==> src/rtl/heartbeat_pulse_gen.sv <==
// Heartbeat "lub-dub" waveform generator: turns a 2-bit heartbeat code into a
// two-pulse beat pattern timed by an external tick, switching codes only at beat starts.
module heartbeat_pulse_gen #(
    parameter int unsigned PERIOD_FAST   = 40,
    parameter int unsigned PERIOD_NORMAL = 75,
    parameter int unsigned PERIOD_SLOW   = 100,
    parameter int unsigned PERIOD_SLEEP  = 120,
    parameter int unsigned LUB_TICKS     = 8,
    parameter int unsigned GAP_TICKS     = 6,
    parameter int unsigned DUB_TICKS     = 8,
    parameter int unsigned CNT_W         = 8
) (
    input  logic       clk,
    input  logic       rst,
    input  logic       en,
    input  logic       tick,
    input  logic [1:0] heartbeat,
    output logic       beat,
    output logic       beat_strobe,
    output logic [1:0] code_active,
    output logic [7:0] beat_count
);

    typedef enum logic [2:0] {
        ST_IDLE = 3'd0,
        ST_LUB  = 3'd1,
        ST_GAP  = 3'd2,
        ST_DUB  = 3'd3,
        ST_REST = 3'd4
    } state_t;

    localparam int unsigned BODY_TICKS = LUB_TICKS + GAP_TICKS + DUB_TICKS;
    localparam int unsigned CNT_MAX    = (1 << CNT_W) - 1;

    // Every period must leave a non-empty rest phase and fit in the phase counter.
    if ((PERIOD_FAST   <= BODY_TICKS) || (PERIOD_NORMAL <= BODY_TICKS) ||
        (PERIOD_SLOW   <= BODY_TICKS) || (PERIOD_SLEEP  <= BODY_TICKS) ||
        (PERIOD_FAST   >  CNT_MAX)    || (PERIOD_NORMAL >  CNT_MAX)    ||
        (PERIOD_SLOW   >  CNT_MAX)    || (PERIOD_SLEEP  >  CNT_MAX)    ||
        (LUB_TICKS == 0) || (GAP_TICKS == 0) || (DUB_TICKS == 0)) begin : g_cfg_check
        $error("heartbeat_pulse_gen: illegal period/phase configuration");
    end

    function automatic logic [CNT_W-1:0] rest_len(input logic [1:0] code);
        case (code)
            2'd0:    rest_len = CNT_W'(PERIOD_FAST   - BODY_TICKS);
            2'd1:    rest_len = CNT_W'(PERIOD_NORMAL - BODY_TICKS);
            2'd2:    rest_len = CNT_W'(PERIOD_SLOW   - BODY_TICKS);
            2'd3:    rest_len = CNT_W'(PERIOD_SLEEP  - BODY_TICKS);
            default: rest_len = CNT_W'(PERIOD_SLEEP  - BODY_TICKS);
        endcase
    endfunction

    state_t           state_r, state_s;
    logic [CNT_W-1:0] cnt_r, cnt_s;
    logic [CNT_W-1:0] phase_last_s;
    logic             start_s;
    logic             strobe_s;
    logic             beat_s;
    logic [1:0]       code_s;
    logic [7:0]       count_s;

    // Last counter value of the phase currently playing.
    always_comb begin
        phase_last_s = {CNT_W{1'b0}};
        case (state_r)
            ST_LUB:  phase_last_s = CNT_W'(LUB_TICKS - 1);
            ST_GAP:  phase_last_s = CNT_W'(GAP_TICKS - 1);
            ST_DUB:  phase_last_s = CNT_W'(DUB_TICKS - 1);
            ST_REST: phase_last_s = rest_len(code_active) - {{(CNT_W-1){1'b0}}, 1'b1};
            default: phase_last_s = {CNT_W{1'b0}};
        endcase
    end

    // Next-state, phase counter and beat-start bookkeeping.
    always_comb begin
        state_s  = state_r;
        cnt_s    = cnt_r;
        start_s  = 1'b0;
        strobe_s = 1'b0;
        code_s   = code_active;
        count_s  = beat_count;
        if (!en) begin
            state_s = ST_IDLE;
            cnt_s   = {CNT_W{1'b0}};
        end else if (tick) begin
            if (state_r == ST_IDLE) begin
                state_s = ST_LUB;
                start_s = 1'b1;
            end else if (cnt_r == phase_last_s) begin
                cnt_s = {CNT_W{1'b0}};
                case (state_r)
                    ST_LUB:  state_s = ST_GAP;
                    ST_GAP:  state_s = ST_DUB;
                    ST_DUB:  state_s = ST_REST;
                    ST_REST: begin
                        state_s = ST_LUB;
                        start_s = 1'b1;
                    end
                    default: state_s = ST_IDLE;
                endcase
            end else begin
                cnt_s = cnt_r + {{(CNT_W-1){1'b0}}, 1'b1};
            end
        end else begin
            state_s = state_r;
        end
        if (start_s) begin
            cnt_s    = {CNT_W{1'b0}};
            strobe_s = 1'b1;
            code_s   = heartbeat;
            count_s  = beat_count + 8'd1;
        end else begin
            strobe_s = 1'b0;
        end
        beat_s = (state_s == ST_LUB) || (state_s == ST_DUB);
    end

    // State, counter and registered outputs.
    always_ff @(posedge clk) begin
        if (rst) begin
            state_r     <= ST_IDLE;
            cnt_r       <= {CNT_W{1'b0}};
            beat        <= 1'b0;
            beat_strobe <= 1'b0;
            code_active <= 2'd0;
            beat_count  <= 8'd0;
        end else begin
            state_r     <= state_s;
            cnt_r       <= cnt_s;
            beat        <= beat_s;
            beat_strobe <= strobe_s;
            code_active <= code_s;
            beat_count  <= count_s;
        end
    end

endmodule

==> config.mk <==
export PLATFORM = sky130hd
export DESIGN_NAME = heartbeat_pulse_gen
export DESIGN_NICKNAME = d
export VERILOG_FILES = /design/src/rtl/heartbeat_pulse_gen.sv
export SDC_FILE = /design/constraint.sdc
export NUM_CORES = 1
export LEC_CHECK = 0
export CAP_MARGIN = 30
export CORE_ASPECT_RATIO = 1.25
export CORE_MARGIN = 4
export CORE_UTILIZATION = 25
export DETAILED_ROUTE_END_ITERATION = 7
export DONT_BUFFER_PORTS = 1
export SKIP_LAST_GASP = 1
export SLEW_MARGIN = 40
export SYNTH_ARGS = -nofsm -noshare
export SYNTH_HDL_FRONTEND = slang
export SYNTH_SLANG_ARGS = --single-unit
==> constraint.sdc <==
create_clock -name clk -period 5.79 [get_ports clk]
set_input_delay 1.158 -clock clk [delete_from_list [all_inputs] [get_ports clk]]
set_output_delay 1.158 -clock clk [all_outputs]
set_load 0.05 [all_outputs]
Word-level counts from Yosys, hierarchy flattened
Cells that the tools add are included.
- flip-flop bits (word level): 23
- bits in latches: 0
- memory bits (writable): 0
- memory bits (read-only): 0
- output and inout bits: 12
- logic and storage cells: 42
- memories: 0
- add/sub/neg operators: 3
- multiply operators: 0
- div/mod/pow operators: 0
- magnitude comparators: 0
- eq/ne operators: 10
- shift operators: 0
- mux-type cells: 15
- bitwise gates (word level): 2
- reduce and logical (&&, ||, !) cells: 6
- operators by type and width (kind ; number):
    8-bit one-hot mux with 4 select lines ; 1
    8-bit one-hot mux with 3 select lines ; 1
    8-bit by 1-bit adder with 8-bit output, second input constant ; 2
    8-bit 2-to-1 mux ; 2
    3-bit 2-to-1 mux ; 4
    3-bit one-hot mux with 4 select lines ; 1
    3-bit by 2-bit == test with 1-bit output, second input constant ; 3
    8-bit == test ; 1
    8-bit by 1-bit subtractor with 8-bit output, second input constant ; 1
    3-bit by 1-bit == test with 1-bit output, second input constant ; 2
    1-bit 2-to-1 mux ; 6
    2-bit == test, second input constant ; 2
    3-bit == test, second input constant ; 1
    3-bit zero test ; 1
    3-bit OR reduction ; 1
    2-bit by 1-bit == test with 1-bit output, second input constant ; 1
    2-bit zero test ; 1
    1-bit inverter ; 2
    2-bit AND reduction ; 1
    2-bit OR reduction ; 1
    1-bit logical OR ; 1

Logic depth before layout (Yosys ltp)
- depth after elaboration: 12
- depth in mapped cells: 11

Worst setup path before layout
Ideal clock, no wire load.
- path kind: reg-to-reg
- start: register code_active[0]
- end: register beat_count[6]
- setup time: 0.121 ns
- data arrival time: 3.334 ns
- slack: 2.334 ns
- cell stages (with the launch flop): 11
- period minus slack after synthesis: 3.456 ns
- cells stage by stage: dfxtp_1 inv_1 ha_1 or3b_2 a2111o_1 xor2_1 and4_4 a21boi_2 buf_6 nor4_1 mux2_4
- longest elaborated chain between the ends: 10
- elaborated cells on any way between the ends: 13
- classes of those cells: add/sub (1); eq/ne (4); mux (7); reduce/logical (1)
- ends and longest elaborated chain (element ; RTL line ; RTL):
    from (decl) ; 20 ; output logic [1:0] code_active,
    from (signal assigned) ; 133 ; code_active <= code_s;
    2-bit == test (tied with other cells) ; 45 ; case (code)
    8-bit one-hot mux with 4 select lines (*) ; 45 ;
    8-bit 2-to-1 mux (*) ; 66 ; case (state_r)
    8-bit by 1-bit subtractor with 8-bit output (*) ; 70 ; ST_REST: phase_last_s = rest_len(code_active) - {{(CNT_W-1){1'b0}}, 1'b1};
    8-bit one-hot mux with 3 select lines (*) ; 66 ;
    8-bit == test (*) ; 90 ; end else if (cnt_r == phase_last_s) begin
    1-bit 2-to-1 mux (*) ; 90 ;
    1-bit 2-to-1 mux (*) ; 87 ; if (state_r == ST_IDLE) begin
    1-bit 2-to-1 mux (*) ; 86 ; end else if (tick) begin
    1-bit 2-to-1 mux (*) ; 83 ; if (!en) begin
    to (signal assigned) ; 134 ; beat_count <= count_s;
    to (decl) ; 21 ; output logic [7:0] beat_count
Every way passes the cells marked *; elsewhere a longest branch is shown, timed or not. The select of a mux whose other input is x is not followed.
A chain may end at the register's enable or synchronous reset.

Worst setup path in the final report
Ends and elaborated chain as after synthesis.

==> impl_metrics.env <==
export IMPL_status="finished clean"
export IMPL_fin_crit_ps=3750
export IMPL_worstSetupPathType="flop to flop"
export IMPL_vias_per_cell=5.25
export IMPL_fin_tns_setup_ps=0
export IMPL_dpl_instance_area_mm2=0.00148
export IMPL_reg2reg_from="code_active[0]"
export IMPL_syn_area_mm2=0.00146
export IMPL_vias=1218
export IMPL_avgSynthCellArea_um2=8.44
export IMPL_worstMarginPinSlew_ps=798
export IMPL_cts_root_buf="clkbuf_8"
export IMPL_highest_layer="met4"
export IMPL_cts_resized=0
export IMPL_drtIter0Drc=80
export IMPL_wl_met1_um=1430
export IMPL_synth_area_leaders="dfxtp_1, ha_1, a21oi_1"
export IMPL_num_rows=30
export IMPL_die_area_mm2=0.00713
export IMPL_wl_um=3110
export IMPL_setup_viol_count_final=0
export IMPL_mostFrequentLayoutCells="dfxtp_1, a21oi_1, nand3_1"
export IMPL_synth_edf_count=0
export IMPL_dp_hpwl_um=2380
export IMPL_wl_met3_um=95
export IMPL_async_reset_ff_frac=0
export IMPL_met2_length_um=1540
export IMPL_routedWlPerCell_um=13.4
export IMPL_place_congestion=0.730
export IMPL_cts_made_buffers=3
export IMPL_synth_fp_nets=188
export IMPL_cts_tree="yes"
export IMPL_coreArea_mm2=0.00556
export IMPL_critPathMaxFanout=20
export IMPL_required_ps=5950
export IMPL_hp_class="flop to flop"
export IMPL_synth_cell_type_count=47
export IMPL_clock_sinks=23
export IMPL_cp_start_kind="flop"
export IMPL_yosysTopAreaCell="dfxtp_1"
export IMPL_crit_path_end_kind="flop"
export IMPL_die_height_um=93.4
export IMPL_fin_worst_skew_ps=2.78
export IMPL_p_leak_uw=0.000506
export IMPL_antenna_found_initial=0
export IMPL_grt_pass1_vias=1130
export IMPL_dr_pass1_iters=4
export IMPL_worstSetupStartpoint="code_active[0]"
export IMPL_grt_overflow=0
export IMPL_fill_cells=605
export IMPL_yosysTopAreaCellShare=0.315
export IMPL_grtUsageTotal=0.0914
export IMPL_max_cap_viol_count=0
export IMPL_ios=18
export IMPL_critPathBufInv=1
export IMPL_drive_gt1_frac=0.0833
export IMPL_crit_chain="inv_1, ha_1, or3b_2, a2111o_1, xor2_1, and4_4, a21boi_2, nor4_1, mux2_4"
export IMPL_start_util=0.263
export IMPL_grt_max_degree=21
export IMPL_peakVddDrop_mv=0.108
export IMPL_clk_pin_slew_ps=80
export IMPL_final_cell_area_mm2=0.00152
export IMPL_syn_inst=173
export IMPL_timing_fmax_mhz=267
export IMPL_grt_pass1_wl_um=5420
export IMPL_final_antenna_net_count=0
export IMPL_yosysSeqAreaShare=0.315
export IMPL_hold_viol=0
export IMPL_slowest_delay_ps=760
export IMPL_ys_warn_count=0
export IMPL_htree_num_levels=1
export IMPL_synth_flop_cell="dfxtp_1"
export IMPL_portBuffers=0
export IMPL_synth_seq_cells=23
export IMPL_hold_buffers=0
export IMPL_crit_family="compound AO/OA/AOI/OAI gates"
export IMPL_final_common_cell="dfxtp_1"
export IMPL_nNetsFinal=184
export IMPL_cts_setup_buffers=0
export IMPL_clkLatencyLatePin_ps=260
export IMPL_clk_path_buf_depth=2
export IMPL_area_growth_pct=4.28
export IMPL_max_slew_margin=0.465
export IMPL_cp_slowest_cell="dfxtp_1"
export IMPL_num_antenna_cells=0
export IMPL_min_from="cnt_r[1]"
export IMPL_drcViolationCount=0
export IMPL_maxSlewViolCount=0
export IMPL_die_w_um=76.4
export IMPL_rsz0062_at_grt="no"
export IMPL_min_period_over_period=0.648
export IMPL_critical_path_arrival_ps=3910
export IMPL_p_per_area_mw_per_mm2=198
export IMPL_rrSetupSlack_ps=2040
[tightest hold or removal path, delay by kind of cell, from the launching register on]
family / cells / cell delay (ps)
compound gates: 1 / 50
flops: 1 / 380
simple gates: 1 / 80
[cell usage after synthesis (3+ instances only)]
cell type and count:
a21oi_1 15, buf_6 4, clkbuf_1 5, dfxtp_1 23, ha_1 9, inv_1 6, nand2_1 9, nand3_1 10
nand4_1 4, nor2_1 9, nor2b_1 3, nor3_1 5, nor4_1 3, o21ai_0 7, o21ai_1 9, o31ai_1 4
or3_1 5, or4_1 3, xnor2_1 4, xor2_1 5
[report_power, final]
part           internal (uW)  switching [uW]  leakage, uW
Combinational           10.7            18.1     0.000294
Clock                   48.0            52.9    0.0000255
Sequential               161            11.2     0.000186
[per-layer routing]
layer,track usage,up-vias
met3,0.0164,4
li1,-,630
met2,0.166,19
met5,0,-
met4,0.0408,0
met1,0.104,565
[registers in the layout, indices dropped and copies added (netlist names)]
register / flops
beat: 1
cnt_r: 8
code_active: 2
beat_strobe: 1
beat_count: 8
state_r: 3
[final cells by class]
type | instances | area [um^2] | share of cell area
multi-input combinational | 135 | 913 | 0.600
sequential | 23 | 460 | 0.302
tap | 64 | 80.1 | 0.0526
clock buffer | 3 | 41.3 | 0.0271
inverter | 6 | 22.5 | 0.0148
clock inverter | 1 | 5.00 | 0.00329
[through the flow]
step / total power, uW / hold slack [ps] / cells / setup WS [ps] / util
after floorplan: 200 / 490 / 173 / 2330 / -
after global placement: 204 / 528 / 228 / 2090 / 0.266
after detailed placement: 204 / 539 / 228 / 2030 / 0.266
after CTS: 304 / 552 / 232 / 2010 / 0.274
after global routing: 317 / 571 / 232 / 1790 / 0.274
final: 302 / 555 / 232 / 2040 / 0.274
[path summary, 6_finish.rpt]
| kind | cells after the start | end |
|---|---|---|
| min | 2 | cnt_r[1] |
| min reg2reg | 2 | cnt_r[1] |
| max | 9 | beat_count[6] |
| max reg2reg | 9 | beat_count[6] |
[logic make-up (layout without fill, tap and decap cells)]
| kind of cell | Yosys count | after routing | synth area share |
|---|---|---|---|
| buf+inv | 15 | 10 | 0.0591 |
| xor+xnor | 9 | 9 | 0.0540 |
| fa+ha+maj | 9 | 9 | 0.0771 |
| flops | 23 | 23 | 0.315 |
| simple gates | 69 | 69 | 0.281 |
| mux | 1 | 1 | 0.0103 |
| compound gates | 47 | 47 | 0.203 |
(Power assumes the default switching activity.)
